### src/rtl/stereo_fb_write_arbiter_if.sv
// Pixel beat stream from one camera into the frame buffer write arbiter.
// Latency: none, signal bundle only.
// Backpressure: a beat moves when valid & ready; the source holds it unchanged while ready=0.
//
// Signals:
//   x, y   pixel coordinate within the camera frame (10 bits each)
//   val    pixel value (8 bits)
//   sof    start-of-frame flag, meaningful with x=0, y=0
//   valid  beat present
//   ready  beat accepted this cycle
// Modports: master = pixel source, slave = arbiter side.
interface stereo_fb_write_arbiter_if;
   logic [9:0] x;
   logic [9:0] y;
   logic [7:0] val;
   logic       sof;
   logic       valid;
   logic       ready;

   modport master (output x, y, val, sof, valid, input ready);
   modport slave  (input x, y, val, sof, valid, output ready);
endinterface

### src/rtl/stereo_fb_write_arbiter.sv
// Round-robin sharing of the stereo debug frame buffer write port between left/right pixel streams.
// Latency: 1 cycle from accepted beat to registered wr_* outputs.
// Backpressure: ready is combinational; the losing contender and DONE streams see ready=0.
//
// Ports:
//   clk, reset          clock and asynchronous active-high reset
//   enable              capture enable, gates only the start of a new frame
//   rq0, rq1            left / right pixel streams (slave side)
//   wr_x, wr_y, wr_val  frame buffer write address and data (right stream offset by ROW_SZ in x)
//   wr_en               frame buffer write strobe
//   frame_done          one-cycle pulse once both streams have completed a frame
//   drop_cnt            saturating count of accepted out-of-range beats
module stereo_fb_write_arbiter #(
   parameter int ROW_SZ = 320,
   parameter int COL_SZ = 240
) (
   input  logic                      clk,
   input  logic                      reset,
   input  logic                      enable,
   stereo_fb_write_arbiter_if.slave  rq0,
   stereo_fb_write_arbiter_if.slave  rq1,
   output logic [9:0]                wr_x,
   output logic [9:0]                wr_y,
   output logic [7:0]                wr_val,
   output logic                      wr_en,
   output logic                      frame_done,
   output logic [15:0]               drop_cnt
);

   localparam logic [1:0] ST_IDLE   = 2'd0;
   localparam logic [1:0] ST_ACTIVE = 2'd1;
   localparam logic [1:0] ST_DONE   = 2'd2;

   localparam logic [9:0] ROW_LIM = 10'(ROW_SZ);
   localparam logic [9:0] COL_LIM = 10'(COL_SZ);
   localparam logic [9:0] X_LAST  = 10'(ROW_SZ - 1);
   localparam logic [9:0] Y_LAST  = 10'(COL_SZ - 1);

   logic [1:0] state [2];
   logic [9:0] px    [2];
   logic [9:0] py    [2];
   logic [7:0] pval  [2];
   logic [1:0] pvld;
   logic [1:0] psof;

   logic [1:0] contend;
   logic [1:0] grant;
   logic [1:0] discard;
   logic [1:0] in_rng;
   logic [1:0] last_px;
   logic [1:0] wr_go;
   logic [1:0] drop_go;
   logic       rr_ptr;     // 0: rq0 wins a tie, 1: rq1 wins a tie
   logic       both_done;

   assign px[0]   = rq0.x;
   assign py[0]   = rq0.y;
   assign pval[0] = rq0.val;
   assign pvld[0] = rq0.valid;
   assign psof[0] = rq0.sof;
   assign px[1]   = rq1.x;
   assign py[1]   = rq1.y;
   assign pval[1] = rq1.val;
   assign pvld[1] = rq1.valid;
   assign psof[1] = rq1.sof;

   always_comb begin
      for (int i = 0; i < 2; i++) begin
         // IDLE only competes for the port with a frame start while capture is enabled
         contend[i] = pvld[i] &&
                      ((state[i] == ST_IDLE && psof[i] && enable) || state[i] == ST_ACTIVE);
         // everything else arriving in IDLE is swallowed without touching the port
         discard[i] = (state[i] == ST_IDLE) && !(psof[i] && enable);
         in_rng[i]  = (px[i] < ROW_LIM) && (py[i] < COL_LIM);
         last_px[i] = (px[i] == X_LAST) && (py[i] == Y_LAST);
      end
   end

   // Nothing is accepted while reset is held, so sources never lose a beat to reset.
   assign grant[0] = !reset && contend[0] && (!contend[1] || !rr_ptr);
   assign grant[1] = !reset && contend[1] && (!contend[0] ||  rr_ptr);

   assign rq0.ready = !reset && (discard[0] || grant[0]);
   assign rq1.ready = !reset && (discard[1] || grant[1]);

   always_comb begin
      for (int i = 0; i < 2; i++) begin
         // the SOF beat that opens a frame is always written
         wr_go[i]   = grant[i] && (state[i] == ST_IDLE || in_rng[i]);
         drop_go[i] = grant[i] && (state[i] == ST_ACTIVE) && !in_rng[i];
      end
   end

   assign both_done = (state[0] == ST_DONE) && (state[1] == ST_DONE);

   // Per-stream frame FSMs
   always_ff @(posedge clk or posedge reset) begin
      if (reset) begin
         state[0] <= ST_IDLE;
         state[1] <= ST_IDLE;
      end else begin
         for (int i = 0; i < 2; i++) begin
            if (both_done)
               state[i] <= ST_IDLE;
            else if (grant[i] && in_rng[i] && last_px[i])
               state[i] <= ST_DONE;
            else if (grant[i])
               state[i] <= ST_ACTIVE;
         end
      end
   end

   // Arbitration pointer, write port register, frame pulse and drop counter
   always_ff @(posedge clk or posedge reset) begin
      if (reset) begin
         rr_ptr     <= 1'b0;
         wr_x       <= '0;
         wr_y       <= '0;
         wr_val     <= '0;
         wr_en      <= 1'b0;
         frame_done <= 1'b0;
         drop_cnt   <= '0;
      end else begin
         // only a real tie moves the pointer; it then favours the stream that lost
         if (contend[0] && contend[1])
            rr_ptr <= grant[0];

         wr_en <= |wr_go;
         if (wr_go[0]) begin
            wr_x   <= px[0];
            wr_y   <= py[0];
            wr_val <= pval[0];
         end else if (wr_go[1]) begin
            // right image sits beside the left one; range check keeps this inside 10 bits
            wr_x   <= px[1] + ROW_LIM;
            wr_y   <= py[1];
            wr_val <= pval[1];
         end

         frame_done <= both_done;

         if ((|drop_go) && (drop_cnt != 16'hFFFF))
            drop_cnt <= drop_cnt + 16'd1;
      end
   end

endmodule

### src/flat_wrapper.sv
// flat-port wrapper written by rule: the top's interface ports become plain ports
module stereo_fb_write_arbiter_flat 
#(
   parameter int ROW_SZ = 320,
   parameter int COL_SZ = 240
)
  (clk, reset, enable, wr_x, wr_y, wr_val, wr_en, frame_done, drop_cnt, rq0_x, rq0_y, rq0_val, rq0_sof, rq0_valid, rq0_ready, rq1_x, rq1_y, rq1_val, rq1_sof, rq1_valid, rq1_ready);
  stereo_fb_write_arbiter_if rq0_i ();
  stereo_fb_write_arbiter_if rq1_i ();
  input  logic clk;
  input  logic reset;
  input  logic enable;
  output logic [9:0] wr_x;
  output logic [9:0] wr_y;
  output logic [7:0] wr_val;
  output logic wr_en;
  output logic frame_done;
  output logic [15:0] drop_cnt;
  input wire logic [$bits(rq0_i.x)-1:0] rq0_x;
  input wire logic [$bits(rq0_i.y)-1:0] rq0_y;
  input wire logic [$bits(rq0_i.val)-1:0] rq0_val;
  input wire logic [$bits(rq0_i.sof)-1:0] rq0_sof;
  input wire logic [$bits(rq0_i.valid)-1:0] rq0_valid;
  output wire logic [$bits(rq0_i.ready)-1:0] rq0_ready;
  input wire logic [$bits(rq1_i.x)-1:0] rq1_x;
  input wire logic [$bits(rq1_i.y)-1:0] rq1_y;
  input wire logic [$bits(rq1_i.val)-1:0] rq1_val;
  input wire logic [$bits(rq1_i.sof)-1:0] rq1_sof;
  input wire logic [$bits(rq1_i.valid)-1:0] rq1_valid;
  output wire logic [$bits(rq1_i.ready)-1:0] rq1_ready;
  assign rq0_i.x = rq0_x;
  assign rq0_i.y = rq0_y;
  assign rq0_i.val = rq0_val;
  assign rq0_i.sof = rq0_sof;
  assign rq0_i.valid = rq0_valid;
  assign rq0_ready = rq0_i.ready;
  assign rq1_i.x = rq1_x;
  assign rq1_i.y = rq1_y;
  assign rq1_i.val = rq1_val;
  assign rq1_i.sof = rq1_sof;
  assign rq1_i.valid = rq1_valid;
  assign rq1_ready = rq1_i.ready;
  stereo_fb_write_arbiter #(.ROW_SZ(ROW_SZ), .COL_SZ(COL_SZ)) u_core (.clk(clk), .reset(reset), .enable(enable), .rq0(rq0_i), .rq1(rq1_i), .wr_x(wr_x), .wr_y(wr_y), .wr_val(wr_val), .wr_en(wr_en), .frame_done(frame_done), .drop_cnt(drop_cnt));
endmodule
### config.mk
export PLATFORM = sky130hd
export DESIGN_NAME = stereo_fb_write_arbiter_flat
export DESIGN_NICKNAME = d
export VERILOG_FILES = /design/src/rtl/stereo_fb_write_arbiter_if.sv /design/src/rtl/stereo_fb_write_arbiter.sv /design/src/flat_wrapper.sv
export SDC_FILE = /design/constraint.sdc
export NUM_CORES = 1
export LEC_CHECK = 0
export ABC_AREA = 0
export BUFFER_PORTS_ARGS = -buffer_cell sky130_fd_sc_hd__buf_4
export CAP_MARGIN = 30
export CORE_MARGIN = 5
export CORE_UTILIZATION = 30
export DETAILED_ROUTE_END_ITERATION = 10
export PLACE_DENSITY = 0.59
export SLEW_MARGIN = 5
export SYNTH_ARGS = -nofsm -noshare
export SYNTH_HDL_FRONTEND = slang
export SYNTH_SLANG_ARGS = --single-unit
### constraint.sdc
create_clock -name clk -period 2.1 [get_ports clk]
set_input_delay 0.21 -clock clk [delete_from_list [all_inputs] [get_ports clk]]
set_output_delay 0.21 -clock clk [all_outputs]
set_load 0.05 [all_outputs]
# --- After elaboration in Yosys (flattened, before gate mapping) ---
# Index checks and enable logic that the tools add are counted.
word_totals:
  memories: 0
  inputBits: 63
  latchBits: 0
  elab_cells: 92
  mem_bits_rw: 0
  rom_bits: 0
  reg_bits: 51
op_classes:
  shift: 0
  bitwise: 0
  n_eq_ne: 9
  multipliers: 0
  mux: 12
  n_reduce_logical: 56
  n_div: 0
  addsub: 2
  magnitude_cmp: 4
ops:
  columns: ["cell", "n"]
  rows:
  - ["$mux W10", 4]
  - ["$logic_and A1 B1 Y1", 33]
  - ["$eq A10 B8 Y1 const B", 2]
  - ["$eq A10 B9 Y1 const B", 2]
  - ["$lt A10 B8 Y1 const B", 2]
  - ["$lt A10 B9 Y1 const B", 2]
  - ["$add A16 B1 Y16 const B", 1]
  - ["$mux W8", 2]
  - ["$ne A16 B16 Y1 const B", 1]
  - ["$mux W2", 6]
  - ["$add A10 B9 Y10 const B", 1]
  - ["$logic_not A1 Y1", 8]
  - ["$logic_or A1 B1 Y1", 8]
  - ["$reduce_bool A3 Y1", 2]
  - ["$eq A2 B1 Y1 const B", 2]
  - ["$eq A2 B2 Y1 const B", 2]
  - ["$logic_not A2 Y1", 2]
  - ["$reduce_or A2 Y1", 2]
  - ["$reduce_bool A2 Y1", 1]

# --- Longest topological paths before layout ---
depth:
  depth_word: 12
  mapped_depth: 9
  depth_no_buf: 7

# --- Least setup slack after synthesis ---
# No wires, ideal clock.
synth_path:
  path_type: "reg2reg"
  start: "reg u_core.drop_cnt[0]"
  end: "reg u_core.drop_cnt[1]"
  path_stages_with_launch: 7
  required_time_ns: 1.972
  slack_ns: -0.099
  setup_time_ns: 0.128
  arrival_ns: 2.072
  path_buffers: 0
  period_less_slack_ns: 2.199
  cell_sequence: "dfrtp_1 ha_1 nand3_1 nor4_2 nor4b_2 nor2_1 mux2_1"
synth_between:
  elab_chain_cells: 2
synth_lines:
  columns: ["item", "line_no", "text"]
  rows:
  - ["from (decl)", "stereo_fb_write_arbiter.sv:27", "output logic [15:0] drop_cnt"]
  - ["from (signal assigned)", "stereo_fb_write_arbiter.sv:143", "drop_cnt <= drop_cnt + 16'd1;"]
  - ["parallel branches: the longest is 2 deep, another holds $add A16 B1 Y16", null, null]
# Parallel ways; which one is timed is not known.
# A chain may end at the register's enable or synchronous reset.

# --- Final worst setup path ---
layout_path:
  start: "reg u_core.state[1] (netlist bit)"
  end: "reg u_core.drop_cnt[1]"
layout_between:
  elab_chain_cells: 12
layout_lines:
  columns: ["item", "line_no", "text"]
  rows:
  - ["from (decl)", "stereo_fb_write_arbiter.sv:39", "logic [1:0] state [2];"]
  - ["$logic_not A2 Y1", "stereo_fb_write_arbiter.sv:71", "((state[i] == ST_IDLE && psof[i] && enable) || state[i] == ST_ACTIVE);"]
  - ["$logic_and A1 B1 Y1 (2 in series)", "stereo_fb_write_arbiter.sv:71", null]
  - ["$logic_or A1 B1 Y1", "stereo_fb_write_arbiter.sv:71", null]
  - ["$logic_and A1 B1 Y1", "stereo_fb_write_arbiter.sv:70", "contend[i] = pvld[i] &&"]
  - ["$logic_not A1 Y1", "stereo_fb_write_arbiter.sv:80", "assign grant[0] = !reset && contend[0] && (!contend[1] || !rr_ptr);"]
  - ["$logic_or A1 B1 Y1", "stereo_fb_write_arbiter.sv:80", null]
  - ["$logic_and A1 B1 Y1", "stereo_fb_write_arbiter.sv:80", null]
  - ["$logic_and A1 B1 Y1 (2 in series)", "stereo_fb_write_arbiter.sv:90", "drop_go[i] = grant[i] && (state[i] == ST_ACTIVE) && !in_rng[i];"]
  - ["$reduce_or A2 Y1 *", "stereo_fb_write_arbiter.sv:142", "if ((|drop_go) && (drop_cnt != 16'hFFFF))"]
  - ["$logic_and A1 B1 Y1 *", "stereo_fb_write_arbiter.sv:142", null]
# Mark *: on every way between the ends. The rest lies on a longest branch, timed or not.

==> impl_metrics.toml <==
[grt]
grtUsageMet1_pct = 18.8
grt-ovfl-total = 0
grt_usage_pct = 15.0
busiest_layer = "met2"
grt_max_degree = 30
met2_usage_pct = 24.7
grt_pass1_wl_um = 13400
met3_usage_pct = 4.66
antenna_found_initial = 0
first_global_vias = 2575

[sta]
tightest_slew_ps = 524
min_period_over_period_pct = 93.7
max_freq_mhz = 508
clock_skew_ps = 8.35
slew_headroom_pct = 65.0
fin_crit_ps = 1970
setup_violations = 0
hold_ws_ps = -8.66
slew_viol_final = 0
final_hold_viol_count = 13
rsz0062_at_grt = "no"

[clock_network]
cts.hold.buffers_added = 0
cts_max_level = 2
clkTransAtPathRegs_ps = 90
clock_path_buffers = 2
cts_tree = "built"
insertion_delay_ps = 300
cts_buffers = 5
clockRootBuffer = "clkbuf_8"
cts.sinks = 51

[synth]
syn_area_um2 = 2660
yosys-top-cells-area = "dfrtp_1 48%, a22o_1 5.9%, a21o_1 5.6%"
yosysTopAreaCellShare_pct = 48.0
ys_top_cells_by_count = "51 x dfrtp_1, 20 x a21o_1, 18 x a22o_1"
synth-seq-cells = 51
yosys_warnings = 0
synth_edf_count = 0
synth_most_common_cell = "dfrtp_1"
ys_seq_area_share_pct = 48.0
ys_types = 46
async_flop_share_pct = 100
synth_top_area_cell = "dfrtp_1"
synth_nets = 310
avgSynthCellArea_um2 = 10.9
syn_inst = 243
ys.flop_type = "dfrtp_1"

[die]
coreArea_um2 = 8680
rows = 34
io_pins = 111
die_area_um2 = 10800
initial_core_util_pct = 30.6
fp.dieH_um = 104
die_w_um = 104

[status]
violations = "negative hold slack"
status = "finished with violations"

[layout]
fin_nets = 443
drive_above_1_share_pct = 42.4
syn2layout_area_growth_pct = 46.3
stdcell_count = 485
postLayoutCoreUtil_pct = 44.8
diodes = 0

[drt]
drc = 0
drt_wl_total_um = 8070
via_count = 2437
drtPass1Iterations = 4
viasPerCell = 5.02
ant_nets = 0
wire_per_inst_um = 16.6
drt_iter0_markers = 79

[power]
ir_drop_uv = 524
powerDensity_nw_per_um2 = 822
p_leak_nw = 1.99

[worst_setup_path]
crit_chain = "buf_4 > buf_4 > a311o_1 > nor4b_2 > buf_4 > nor2_2 > mux2_1"
regToRegSetupSlack_ps = 130
cp_top_family = "buffers and inverters"
cp_common_cell = "buf_4"
arrival_ps = 2160
crit_slowest_cell = "dfrtp_1"
startpoint_type = "register"
r2r_start = "u_core.state[1]$_DFFE_PP0P_"
slowest_delay_ps = 410
required_ps = 2290
crit_fanout = 15
worstSetupEndpointType = "register"
crit_type = "register to register"
ff2ff_path_depth = 7
r2r-end = "u_core.drop_cnt[1]$_DFFE_PP0P_"
path_buf_inv = 3

[placed_design]
dp_hpwl_um = 6410
dp_cells = 474
port_buffers = 110
finalWeightedCongestion = 0.789

[job]
maxCapViolations = 0

[hold_path]
hp-class = "primary input to async pin"
## layout make-up
cell class	count	area, µm²
clock buffers	7	96.3
clock inverters	1	7.51
fillers	856	4790
inverters	6	22.5
multi-input cells	176	1300
flip-flops and latches	51	1280
well taps	108	135
repair buffers	136	1050
## how the worst max path moves through the flow
| stage | start | to | slack, ps | cells after the start |
|---|---|---|---|---|
| 2_1_floorplan | u_core.drop_cnt[8]$_DFFE_PP0P_ | u_core.drop_cnt[1]$_DFFE_PP0P_ | 0.8 | 5 |
| 3_3_place_gp | rq1_x[6] | u_core.drop_cnt[1]$_DFFE_PP0P_ | 10 | 9 |
| 3_5_place_dp | rq1_x[6] | u_core.drop_cnt[1]$_DFFE_PP0P_ | -20 | 9 |
| 4_1_cts | u_core.state[3]$_DFFE_PP0P_ | rq1_ready | 20 | 5 |
| 5_1_grt | u_core.state[2]$_DFFE_PP0P_ | rq0_ready | 10 | 6 |
| 6_report | u_core.state[1]$_DFFE_PP0P_ | u_core.drop_cnt[1]$_DFFE_PP0P_ | 130 | 7 |
## layer usage
layer,vias up,wire (µm)
met1,1173,3590
met5,-,0
li1,1180,-
met4,0,117
met2,76,3860
met3,8,498
## state kept, by name (all words and copies together), names as in the netlist
name,count
u_core.wr_y,10
u_core.rr_ptr,1
u_core.wr_val,8
u_core.wr_x,10
u_core.frame_done,1
u_core.drop_cnt,16
u_core.wr_en,1
u_core.state,4
## stage by stage
step                power, mW  worst slack [ps]  cell area [µm²]  hold slack, ps  TNS [ps]
global placement         2.60              9.72             3760             338         0
CTS                      3.25              16.1             3860           0.215         0
floorplan                2.11             0.782             2660             332         0
detailed placement       2.61             -24.7             3760             339     -24.7
finish                   3.20               133             3890           -8.66         0
global route             3.37              13.0             3890            27.0         0
## where the power goes
group	switching (mW)	internal [mW]	total, mW	leakage (nW)
logic	0.832	0.442	1.27	1.29
clock network	0.321	0.300	0.621	0.0505
registers	0.149	1.15	1.30	0.657
## timing repair
item | in CTS | in global routing
setup buffers | 0 | 3
setup endpoints to repair | 0 | 6
resized for setup | 0 | 2
## cells in the final DEF, fill, tap and decap left out, types with 2 or more instances in the layout
| cell type | instances |
|---|---|
| o211ai_1 | 5 |
| ha_1 | 4 |
| o21ai_0 | 2 |
| xnor2_1 | 15 |
| dfrtp_2 | 3 |
| mux2i_1 | 7 |
| inv_2 | 2 |
| a22o_1 | 18 |
| nor4b_2 | 2 |
| buf_4 | 134 |
| nor2_1 | 12 |
| a21o_1 | 20 |
| nand2_1 | 15 |
| nand2b_1 | 2 |
| a221o_1 | 3 |
| o21a_1 | 2 |
| xor2_1 | 2 |
| o2111ai_1 | 5 |
| inv_1 | 4 |
| nor3_1 | 5 |
| o21ai_1 | 12 |
| nand3_1 | 3 |
| a21oi_1 | 5 |
| nand4_1 | 11 |
| and3_1 | 7 |
| clkbuf_8 | 7 |
| nor2_2 | 2 |
| buf_12 | 2 |
| dfrtp_1 | 48 |
## logic make-up after synthesis
group / count (synthesis) / synth area share (%)
AO/OA/AOI/OAI: 78 / 23.0
AND/OR/NAND/NOR: 68 / 14.9
flip-flops: 51 / 48.0
XOR/XNOR: 17 / 5.60
buffers and inverters: 16 / 3.11
multiplexers: 9 / 3.48
adder cells (fa/ha/maj): 4 / 1.88
No activity file was read; power rests on OpenSTA's default activity.
